===== config.mk =====
export PLATFORM = sky130hd
export DESIGN_NAME = mac_sequencer_flat
export DESIGN_NICKNAME = d
export VERILOG_FILES = /design/src/rtl/mac_sequencer_pkg.sv /design/src/rtl/mac_sequencer_if.sv /design/src/rtl/mac_sequencer.sv /design/src/flat_wrapper.sv
export SDC_FILE = /design/constraint.sdc
export NUM_CORES = 1
export LEC_CHECK = 0
export BUFFER_PORTS_ARGS = -buffer_cell sky130_fd_sc_hd__buf_2
export CORE_ASPECT_RATIO = 2
export CORE_MARGIN = 2
export CORE_UTILIZATION = 44
export DETAILED_ROUTE_END_ITERATION = 8
export PLACE_DENSITY = 0.77
export SLEW_MARGIN = 20
export SYNTH_ARGS = -nofsm -noshare
export SYNTH_HDL_FRONTEND = slang
export SYNTH_SLANG_ARGS = --single-unit

===== constraint.sdc =====
create_clock -name clk -period 2 [get_ports clk]
set_clock_uncertainty 0.1 [all_clocks]
set_input_delay 0.2 -clock clk [delete_from_list [all_inputs] [get_ports clk]]
set_output_delay 0.2 -clock clk [all_outputs]
set_load 0.02 [all_outputs]

===== src/rtl/mac_sequencer_pkg.sv =====
// Shared definitions for the MAC sequencer and MAC-side blocks: default widths,
// controller state encoding and small decode helpers.
package mac_sequencer_pkg;

  localparam int DATA_WIDTH_DEF = 8;
  localparam int ACC_WIDTH_DEF  = 16;
  localparam int LEN_W_DEF      = 8;

  typedef enum logic [1:0] {
    IDLE   = 2'd0,
    STREAM = 2'd1,
    DRAIN  = 2'd2,
    HOLD   = 2'd3
  } seq_state_t;

  function automatic logic state_busy(input seq_state_t s);
    return (s != IDLE);
  endfunction

  function automatic logic state_streams(input seq_state_t s);
    return (s == STREAM);
  endfunction

endpackage


===== src/rtl/mac_sequencer_if.sv =====
// Command, operand, MAC and result signals between the sequencer (slave side)
// and its environment (master side: command source, operand source, MAC, result sink).
interface mac_sequencer_if #(
  parameter int DATA_WIDTH = 8,
  parameter int ACC_WIDTH  = 16,
  parameter int LEN_W      = 8
);

  logic                  cmd_valid;
  logic                  cmd_ready;
  logic [LEN_W-1:0]      cmd_len;

  logic                  op_valid;
  logic                  op_ready;
  logic [DATA_WIDTH-1:0] op_b;
  logic [DATA_WIDTH-1:0] op_c;

  logic [DATA_WIDTH-1:0] mac_b;
  logic [DATA_WIDTH-1:0] mac_c;
  logic                  mac_en;
  logic                  mac_clr;
  logic [ACC_WIDTH-1:0]  mac_result;

  logic                  res_valid;
  logic                  res_ready;
  logic [ACC_WIDTH-1:0]  res_data;

  logic                  busy;

  modport slave (
    input  cmd_valid, cmd_len,
    output cmd_ready,
    input  op_valid, op_b, op_c,
    output op_ready,
    output mac_b, mac_c, mac_en, mac_clr,
    input  mac_result,
    output res_valid, res_data,
    input  res_ready,
    output busy
  );

  modport master (
    output cmd_valid, cmd_len,
    input  cmd_ready,
    output op_valid, op_b, op_c,
    input  op_ready,
    input  mac_b, mac_c, mac_en, mac_clr,
    output mac_result,
    input  res_valid, res_data,
    output res_ready,
    input  busy
  );

endinterface


===== src/rtl/mac_sequencer.sv =====
// Dot-product controller: accepts a length command, streams operand pairs into an
// external MAC, then captures the accumulator and holds it on a valid/ready result port.
module mac_sequencer
  import mac_sequencer_pkg::*;
#(
  parameter int DATA_WIDTH = DATA_WIDTH_DEF,
  parameter int ACC_WIDTH  = ACC_WIDTH_DEF,
  parameter int LEN_W      = LEN_W_DEF
) (
  input  logic           clk,
  input  logic           reset,
  mac_sequencer_if.slave bus
);

  seq_state_t            state_p0;
  seq_state_t            state_d;
  logic [LEN_W-1:0]      count_p0;
  logic [LEN_W-1:0]      count_d;
  logic [ACC_WIDTH-1:0]  res_data_p0;
  logic                  vld_p0;

  logic                  cmd_ready_c;
  logic                  op_ready_c;
  logic                  mac_en_c;
  logic                  mac_clr_c;
  logic [DATA_WIDTH-1:0] mac_b_c;
  logic [DATA_WIDTH-1:0] mac_c_c;
  logic                  capture_c;
  logic                  release_c;

  always_comb begin
    state_d     = state_p0;
    count_d     = count_p0;
    cmd_ready_c = 1'b0;
    op_ready_c  = 1'b0;
    mac_en_c    = 1'b0;
    mac_clr_c   = 1'b0;
    mac_b_c     = '0;
    mac_c_c     = '0;
    capture_c   = 1'b0;
    release_c   = 1'b0;

    unique case (state_p0)
      IDLE: begin
        cmd_ready_c = 1'b1;
        if (bus.cmd_valid) begin
          // Clearing on acceptance makes a zero-length command produce 0 without streaming.
          mac_clr_c = 1'b1;
          count_d   = bus.cmd_len;
          state_d   = (bus.cmd_len != '0) ? STREAM : DRAIN;
        end
      end

      STREAM: begin
        op_ready_c = 1'b1;
        mac_b_c    = bus.op_b;
        mac_c_c    = bus.op_c;
        mac_en_c   = bus.op_valid;
        if (bus.op_valid) begin
          count_d = count_p0 - LEN_W'(1);
          if (count_p0 == LEN_W'(1)) begin
            state_d = DRAIN;
          end
        end
      end

      DRAIN: begin
        // The MAC register already holds the last product, so capture now.
        capture_c = 1'b1;
        state_d   = HOLD;
      end

      HOLD: begin
        if (bus.res_ready) begin
          release_c = 1'b1;
          state_d   = IDLE;
        end
      end

      default: begin
        state_d = IDLE;
      end
    endcase
  end

  // ---- stage p0: controller state and pair counter ----
  always_ff @(posedge clk or negedge reset) begin
    if (!reset) begin
      state_p0 <= IDLE;
      count_p0 <= '0;
    end else begin
      state_p0 <= state_d;
      count_p0 <= count_d;
    end
  end

  // ---- stage p0: captured result and its valid ----
  always_ff @(posedge clk or negedge reset) begin
    if (!reset) begin
      res_data_p0 <= '0;
      vld_p0      <= 1'b0;
    end else begin
      if (capture_c) begin
        res_data_p0 <= bus.mac_result;
      end
      if (capture_c) begin
        vld_p0 <= 1'b1;
      end else if (release_c) begin
        vld_p0 <= 1'b0;
      end
    end
  end

  assign bus.cmd_ready = cmd_ready_c;
  assign bus.op_ready  = op_ready_c && state_streams(state_p0);
  assign bus.mac_b     = mac_b_c;
  assign bus.mac_c     = mac_c_c;
  assign bus.mac_en    = mac_en_c;
  assign bus.mac_clr   = mac_clr_c;
  assign bus.res_valid = vld_p0;
  assign bus.res_data  = res_data_p0;
  assign bus.busy      = state_busy(state_p0);

endmodule


===== src/flat_wrapper.sv =====
// flat-port wrapper written by rule: the top's interface ports become plain ports
module mac_sequencer_flat import mac_sequencer_pkg::*;
#(
  parameter int DATA_WIDTH = DATA_WIDTH_DEF,
  parameter int ACC_WIDTH  = ACC_WIDTH_DEF,
  parameter int LEN_W      = LEN_W_DEF
)
  (clk, reset, bus_cmd_valid, bus_cmd_len, bus_cmd_ready, bus_op_valid, bus_op_b, bus_op_c, bus_op_ready, bus_mac_b, bus_mac_c, bus_mac_en, bus_mac_clr, bus_mac_result, bus_res_valid, bus_res_data, bus_res_ready, bus_busy);
  mac_sequencer_if #(.DATA_WIDTH(DATA_WIDTH), .ACC_WIDTH(ACC_WIDTH), .LEN_W(LEN_W)) bus_i ();
  input  logic clk;
  input  logic reset;
  input wire logic [$bits(bus_i.cmd_valid)-1:0] bus_cmd_valid;
  input wire logic [$bits(bus_i.cmd_len)-1:0] bus_cmd_len;
  output wire logic [$bits(bus_i.cmd_ready)-1:0] bus_cmd_ready;
  input wire logic [$bits(bus_i.op_valid)-1:0] bus_op_valid;
  input wire logic [$bits(bus_i.op_b)-1:0] bus_op_b;
  input wire logic [$bits(bus_i.op_c)-1:0] bus_op_c;
  output wire logic [$bits(bus_i.op_ready)-1:0] bus_op_ready;
  output wire logic [$bits(bus_i.mac_b)-1:0] bus_mac_b;
  output wire logic [$bits(bus_i.mac_c)-1:0] bus_mac_c;
  output wire logic [$bits(bus_i.mac_en)-1:0] bus_mac_en;
  output wire logic [$bits(bus_i.mac_clr)-1:0] bus_mac_clr;
  input wire logic [$bits(bus_i.mac_result)-1:0] bus_mac_result;
  output wire logic [$bits(bus_i.res_valid)-1:0] bus_res_valid;
  output wire logic [$bits(bus_i.res_data)-1:0] bus_res_data;
  input wire logic [$bits(bus_i.res_ready)-1:0] bus_res_ready;
  output wire logic [$bits(bus_i.busy)-1:0] bus_busy;
  assign bus_i.cmd_valid = bus_cmd_valid;
  assign bus_i.cmd_len = bus_cmd_len;
  assign bus_cmd_ready = bus_i.cmd_ready;
  assign bus_i.op_valid = bus_op_valid;
  assign bus_i.op_b = bus_op_b;
  assign bus_i.op_c = bus_op_c;
  assign bus_op_ready = bus_i.op_ready;
  assign bus_mac_b = bus_i.mac_b;
  assign bus_mac_c = bus_i.mac_c;
  assign bus_mac_en = bus_i.mac_en;
  assign bus_mac_clr = bus_i.mac_clr;
  assign bus_i.mac_result = bus_mac_result;
  assign bus_res_valid = bus_i.res_valid;
  assign bus_res_data = bus_i.res_data;
  assign bus_i.res_ready = bus_res_ready;
  assign bus_busy = bus_i.busy;
  mac_sequencer #(.DATA_WIDTH(DATA_WIDTH), .ACC_WIDTH(ACC_WIDTH), .LEN_W(LEN_W)) u_core (.clk(clk), .reset(reset), .bus(bus_i));
endmodule

==> results of run 1 <==
cells in the mapped netlist, drive strengths merged:
library cell / count / share of area
dfrtp: 27 / 0.46
and2: 18 / 0.076
mux2: 16 / 0.12
nor2: 9 / 0.023
inv: 8 / 0.020
a21oi: 7 / 0.024
nand2: 7 / 0.018
o22a: 7 / 0.041
ha: 6 / 0.051
clkbuf: 5 / 0.013
mux2i: 4 / 0.027
nand3: 4 / 0.014
nand2b: 3 / 0.013
a41oi: 2 / 0.012
buf: 2 / 0.0068
nor3: 2 / 0.0068
nor4: 2 / 0.019
o21ai: 2 / 0.0068
a21boi: 1 / 0.0051
a21o: 1 / 0.0051
a221o: 1 / 0.0068
a221oi: 1 / 0.0059
a31oi: 1 / 0.0042
nand4: 1 / 0.0042
nor2b: 1 / 0.0042
o22ai: 1 / 0.0042
o31ai: 1 / 0.0051
or2: 1 / 0.0042
or3: 1 / 0.0042
stage by stage:
step | setup WS (ps) | hold WS [ps]
global placement | 138.8 | 134.6
CTS | 19.53 | 52.63
finish | 157.5 | 57.38
detailed placement | 44.32 | 137.2
global route | 36.20 | 49.67
floorplan | 117.0 | -195.6
worst min path at each step:
| stage | slack (ps) | depth (start not counted) | startpoint | to |
|---|---|---|---|---|
| 2_1_floorplan | -200 | 0 | reset | u_core.bus.res_data[0]$_DFFE_PN0P_ |
| 3_3_place_gp | 130 | 1 | reset | u_core.bus.res_data[3]$_DFFE_PN0P_ |
| 3_5_place_dp | 140 | 1 | reset | u_core.bus.res_data[3]$_DFFE_PN0P_ |
| 4_1_cts | 50 | 2 | bus_mac_result[3] | u_core.bus.res_data[3]$_DFFE_PN0P_ |
| 5_1_grt | 50 | 2 | bus_mac_result[3] | u_core.bus.res_data[3]$_DFFE_PN0P_ |
| 6_report | 60 | 2 | bus_mac_result[3] | u_core.bus.res_data[3]$_DFFE_PN0P_ |
registers in the layout (all words and copies together), names as in the netlist:
register	count
u_core.bus.res_data	16
u_core.bus.res_valid	1
u_core.count_p0	8
u_core.state_p0	2
timing repair:
action	in CTS	in global routing
gates resized for setup	0	4
endpoints found under the setup margin	0	19
hold buffers	1	0
hold endpoints to repair	27	0
routing by layer:
metal	vias to the layer above	global-route usage	part of all wire
met5	-	0	0
met4	0	0.07754	0.023
met3	8	0.02316	0.067
met2	59	0.3558	0.56
met1	643	0.2107	0.35
li1	666	-	-
cell type report:
| type | instances | area [µm²] | share of cell area |
|---|---|---|---|
| clock buffer | 3 | 41.29 | 0.02054 |
| sequential | 27 | 675.6 | 0.3360 |
| tap | 31 | 38.79 | 0.01929 |
| clock inverter | 1 | 5.005 | 0.002489 |
| timing repair buffer | 88 | 465.4 | 0.2315 |
| inverter | 8 | 30.03 | 0.01493 |
| multi-input combinational | 100 | 754.5 | 0.3752 |
cell families (layout without fill, tap and decap cells):
| family | after synthesis | after routing | share of synthesized area |
|---|---|---|---|
| buf+inv | 15 | 100 | 0.03970 |
| fa+ha+maj | 6 | 6 | 0.05067 |
| mux | 20 | 20 | 0.1486 |
| flops | 27 | 27 | 0.4561 |
| compound gates | 25 | 25 | 0.1199 |
| simple gates | 49 | 49 | 0.1850 |
power by group:
part | total (mW) | internal (mW) | leakage (nW) | switching, mW
sequential | 1.05 | 0.830 | 0.313 | 0.220
combinational | 2.00 | 0.873 | 0.700 | 1.13
clock | 0.299 | 0.139 | 0.0255 | 0.160
total | 3.35 | 1.84 | 1.04 | 1.51
==> impl_metrics.toml, run 1 <==
[placed_design]
place_hpwl_mm = 2.827
numPortBuffers = 82
post_dp_cell_area_um2 = 1939
post-place-cells = 253
gp_congestion = 0.8391

[global_route]
grt_max_degree = 34
grt.total_usage = 0.1938
grt_first_pass_wirelength_mm = 5.796
overflow = 0
grt_pass1_vias = 1429
antenna_found_initial = 0

[worst_setup_path]
cp_cell_sequence = "inv_1 > ha_2 > buf_8 > and2_1 > buf_2"
startpoint_type = "flip-flop"
crit_path_max_fanout = 33
endpoint = "bus_mac_c[4]"
crit_arrival_ps = 1540
rrSetupSlack_ps = 180
critPathSlowestCell = "dfrtp_1"
critPathCaptureType = "output port"
reg2reg_depth = 6
setup.worst_path.start = "u_core.state_p0[1]$_DFFE_PN0P_"
required_ps = 1700
critPathTopFamily = "buffers and inverters"
worstSetupPathType = "flip-flop to output port"
r2r_start = "u_core.state_p0[0]$_DFFE_PN0P_"
worstSetupPathDepth = 5
crit_buf_inv = 3
slowest_delay_ps = 400
r2r_end = "u_core.count_p0[2]$_DFFE_PN0P_"

[clock_tree]
cts_tree = "done"
numCtsBuffers = 3
post_cts_buffers = 0
clk_latency_ps = 260
clock_sinks = 27
htree_levels = 1
cts-root-buf = "clkbuf_8"
clkTransAtPathRegs_ps = 90
clockBufferDepth = 2

[timing]
drv_slew = 0
rsz0062_at_grt = "no"
min_period_ps = 1842
tightest_slew_ps = 590.3
fmaxAchievable_mhz = 542.7
period_share = 0.9212
tns_ps = 0
setup_viol = 0
slew_headroom = 0.6065
hold_violations = 0

[finish]
final_cell_area_um2 = 2011
utilization = 0.6297
drive_above_1_share = 0.4890
fillers = 282
diodes = 0
final_common_cell = "buf_2"
fin_nets = 279
areaGrowthSynthToFinish_pct = 35.73
stdcell_count = 258
layout_common_cells = "buf_2, dfrtp_1, and2_1"

[run_status]
status = "completed"

[synthesis]
synthCells = 142
ys_warn_count = 0
yosys_register_bits = 27
ys_types = 30
syn-num-nets = 193
avgSynthCellArea_um2 = 10.43
synth_seq_area_share = 0.4561
synth_area_um2 = 1481

[detailed_routing]
dr_total_vias = 1376
wl_mm = 3.477
drt_iter0_drc = 19
first_pass_iters = 4
drtAntennaViolNets = 0
via_per_inst = 5.333
route.detailed.drc = 0
wire_per_inst_um = 13.48

[flow_run]
maxCapViolCount = 0

[worst_hold_path]
hp-class = "input pin to flip-flop"

[floorplanning]
ios = 83
die_h_um = 86.06
dieArea_um2 = 3875
num_rows = 29
fp.dieW_um = 45.03
core_um2 = 3193
initial_utilization = 0.4639

[power]
p_total_mw = 3.349
leakage_nw = 1.038
peakVddDrop_uv = 1091
p_per_area_nw_per_um2 = 1666
Note: power is estimated with default switching activity, not from simulation.
==> inputs of run 2 (changes only) <==
- CORE_UTILIZATION: 44 -> 34
- PLACE_DENSITY: 0.77 -> 0.61
==> run 2 against run 1 <==
Die area rose by 27%. Flip-flop and latch count did not move. Global-route usage fell by 5.1 points. Highest routed layer unchanged.
==> impl_metrics.toml, run 2 (synthesized netlist as in run 1, its figures left out) <==
[worst_hold_path]
hold_start = "bus_mac_result[8]"
worstHoldPathCells = 2
hold-path-endpoint = "u_core.bus.res_data[8]$_DFFE_PN0P_"
hp-class = "input pin to flip-flop"

[detailed_routing]
route.detailed.drc = 0
drtAntennaViolNets = 0
drt_iter0_drc = 20
dr_total_vias = 1366
wire_per_inst_um = 11.85
via_per_inst = 4.861
first_pass_iters = 4
wl_mm = 3.330

[timing]
drv_slew = 0
slew_headroom = 0.6084
rsz0062_at_grt = "no"
min_period_ps = 1845
setup_slack_ps = 154.7
period_share = 0.9226
setup_viol = 0
fmaxAchievable_mhz = 541.9
tightest_slew_ps = 587.4
hold_ws_ps = 45.11
tns_ps = 0
hold_violations = 0

[floorplanning]
ios = 83
dieArea_um2 = 4933
die_h_um = 97.35
initial_utilization = 0.3482
core_um2 = 4254
num_rows = 34
fp.dieW_um = 50.68

[placed_design]
numPortBuffers = 82
post_dp_cell_area_um2 = 1968
place_hpwl_mm = 2.659
post-place-ws_ps = 176.5
gp_congestion = 0.8296
post-place-cells = 276

[finish]
areaGrowthSynthToFinish_pct = 37.08
drive_above_1_share = 0.4802
final_cell_area_um2 = 2031
largest_register_ffs = 16
fin_nets = 279
diodes = 0
stdcell_count = 281
layout_common_cells = "buf_2, dfrtp_1, and2_1"
final_common_cell = "buf_2"
fillers = 423

[worst_setup_path]
critPathTopFamily = "buffers and inverters"
worstSetupPathType = "flip-flop to output port"
crit_buf_inv = 3
crit_path_max_fanout = 20
startpoint_type = "flip-flop"
critPathCaptureType = "output port"
r2r_end = "u_core.count_p0[5]$_DFFE_PN0P_"
r2r_start = "u_core.state_p0[0]$_DFFE_PN0P_"
rrSetupSlack_ps = 170
crit_arrival_ps = 1550
required_ps = 1700
slowest_delay_ps = 410
cp_cell_sequence = "inv_1 > ha_1 > buf_6 > and2_1 > buf_2"
reg2reg_depth = 7
critPathSlowestCell = "dfrtp_1"

[clock_tree]
numCtsBuffers = 3
clockBufferDepth = 2
post_cts_buffers = 0
clk_latency_ps = 270
htree_levels = 1
clkTransAtPathRegs_ps = 100
clock_sinks = 27
cts-root-buf = "clkbuf_8"
cts_tree = "done"

[global_route]
antenna_found_initial = 0
overflow = 0
grt-busiest-layer = "met2"
grt_max_degree = 28
grt.total_usage = 0.1424
grt_pass1_vias = 1302
grt_first_pass_wirelength_mm = 5.651
use_met2 = 0.2409
grtUsageMet1 = 0.1867
gr-usage-met3 = 0.01846

[flow_run]
maxCapViolCount = 0

[power]
leakage_nw = 1.032
peakVddDrop_uv = 829.6
p_per_area_nw_per_um2 = 1639

[run_status]
status = "completed"
run 2: report_power, final:
group	total [mW]	switching, mW	internal (mW)
clock	0.319	0.177	0.142
combinational	1.97	1.11	0.860
sequential	1.04	0.209	0.829
run 2: how the worst max path moves through the flow:
stage / start / endpoint / slack, ps / depth (start not counted)
2_1_floorplan: u_core.state_p0[1]$_DFFE_PN0P_ / bus_mac_b[0] / 120 / 5
3_3_place_gp: u_core.state_p0[0]$_DFFE_PN0P_ / u_core.count_p0[6]$_DFFE_PN0P_ / 260 / 7
3_5_place_dp: u_core.state_p0[0]$_DFFE_PN0P_ / u_core.count_p0[5]$_DFFE_PN0P_ / 180 / 7
4_1_cts: u_core.state_p0[1]$_DFFE_PN0P_ / bus_mac_b[4] / 100 / 5
5_1_grt: u_core.state_p0[0]$_DFFE_PN0P_ / u_core.count_p0[4]$_DFFE_PN0P_ / 30 / 7
6_report: u_core.state_p0[1]$_DFFE_PN0P_ / bus_mac_b[4] / 150 / 5
run 2: area by class of cell:
cell class | instances | area [µm²] | share of cell area
Multi-Input combinational cell | 100 | 747.0 | 0.3678
Sequential cell | 27 | 675.6 | 0.3327
Clock inverter | 1 | 7.507 | 0.003697
Timing Repair Buffer | 88 | 461.7 | 0.2274
Inverter | 8 | 30.03 | 0.01479
Tap cell | 54 | 67.56 | 0.03327
Clock buffer | 3 | 41.29 | 0.02033
run 2: what timing repair did:
action                                  CTS  global route
hold buffers                              1             0
resized for setup                         0             1
hold endpoints to repair                 27             0
endpoints found under the setup margin    0             1
run 2: layer usage:
layer	vias to the layer above	routed length (µm)
met5	-	0
met4	0	51
met3	4	298
met2	65	1548
met1	633	1432
li1	664	-
run 2: through the flow:
| step | power [mW] | util |
|---|---|---|
| finish | 3.329 | 0.4774 |
| global route | 3.615 | 0.4774 |
| CTS | 3.372 | 0.4765 |
| detailed placement | 3.041 | 0.4626 |
| global placement | 2.977 | 0.4626 |
| floorplan | 2.417 | - |
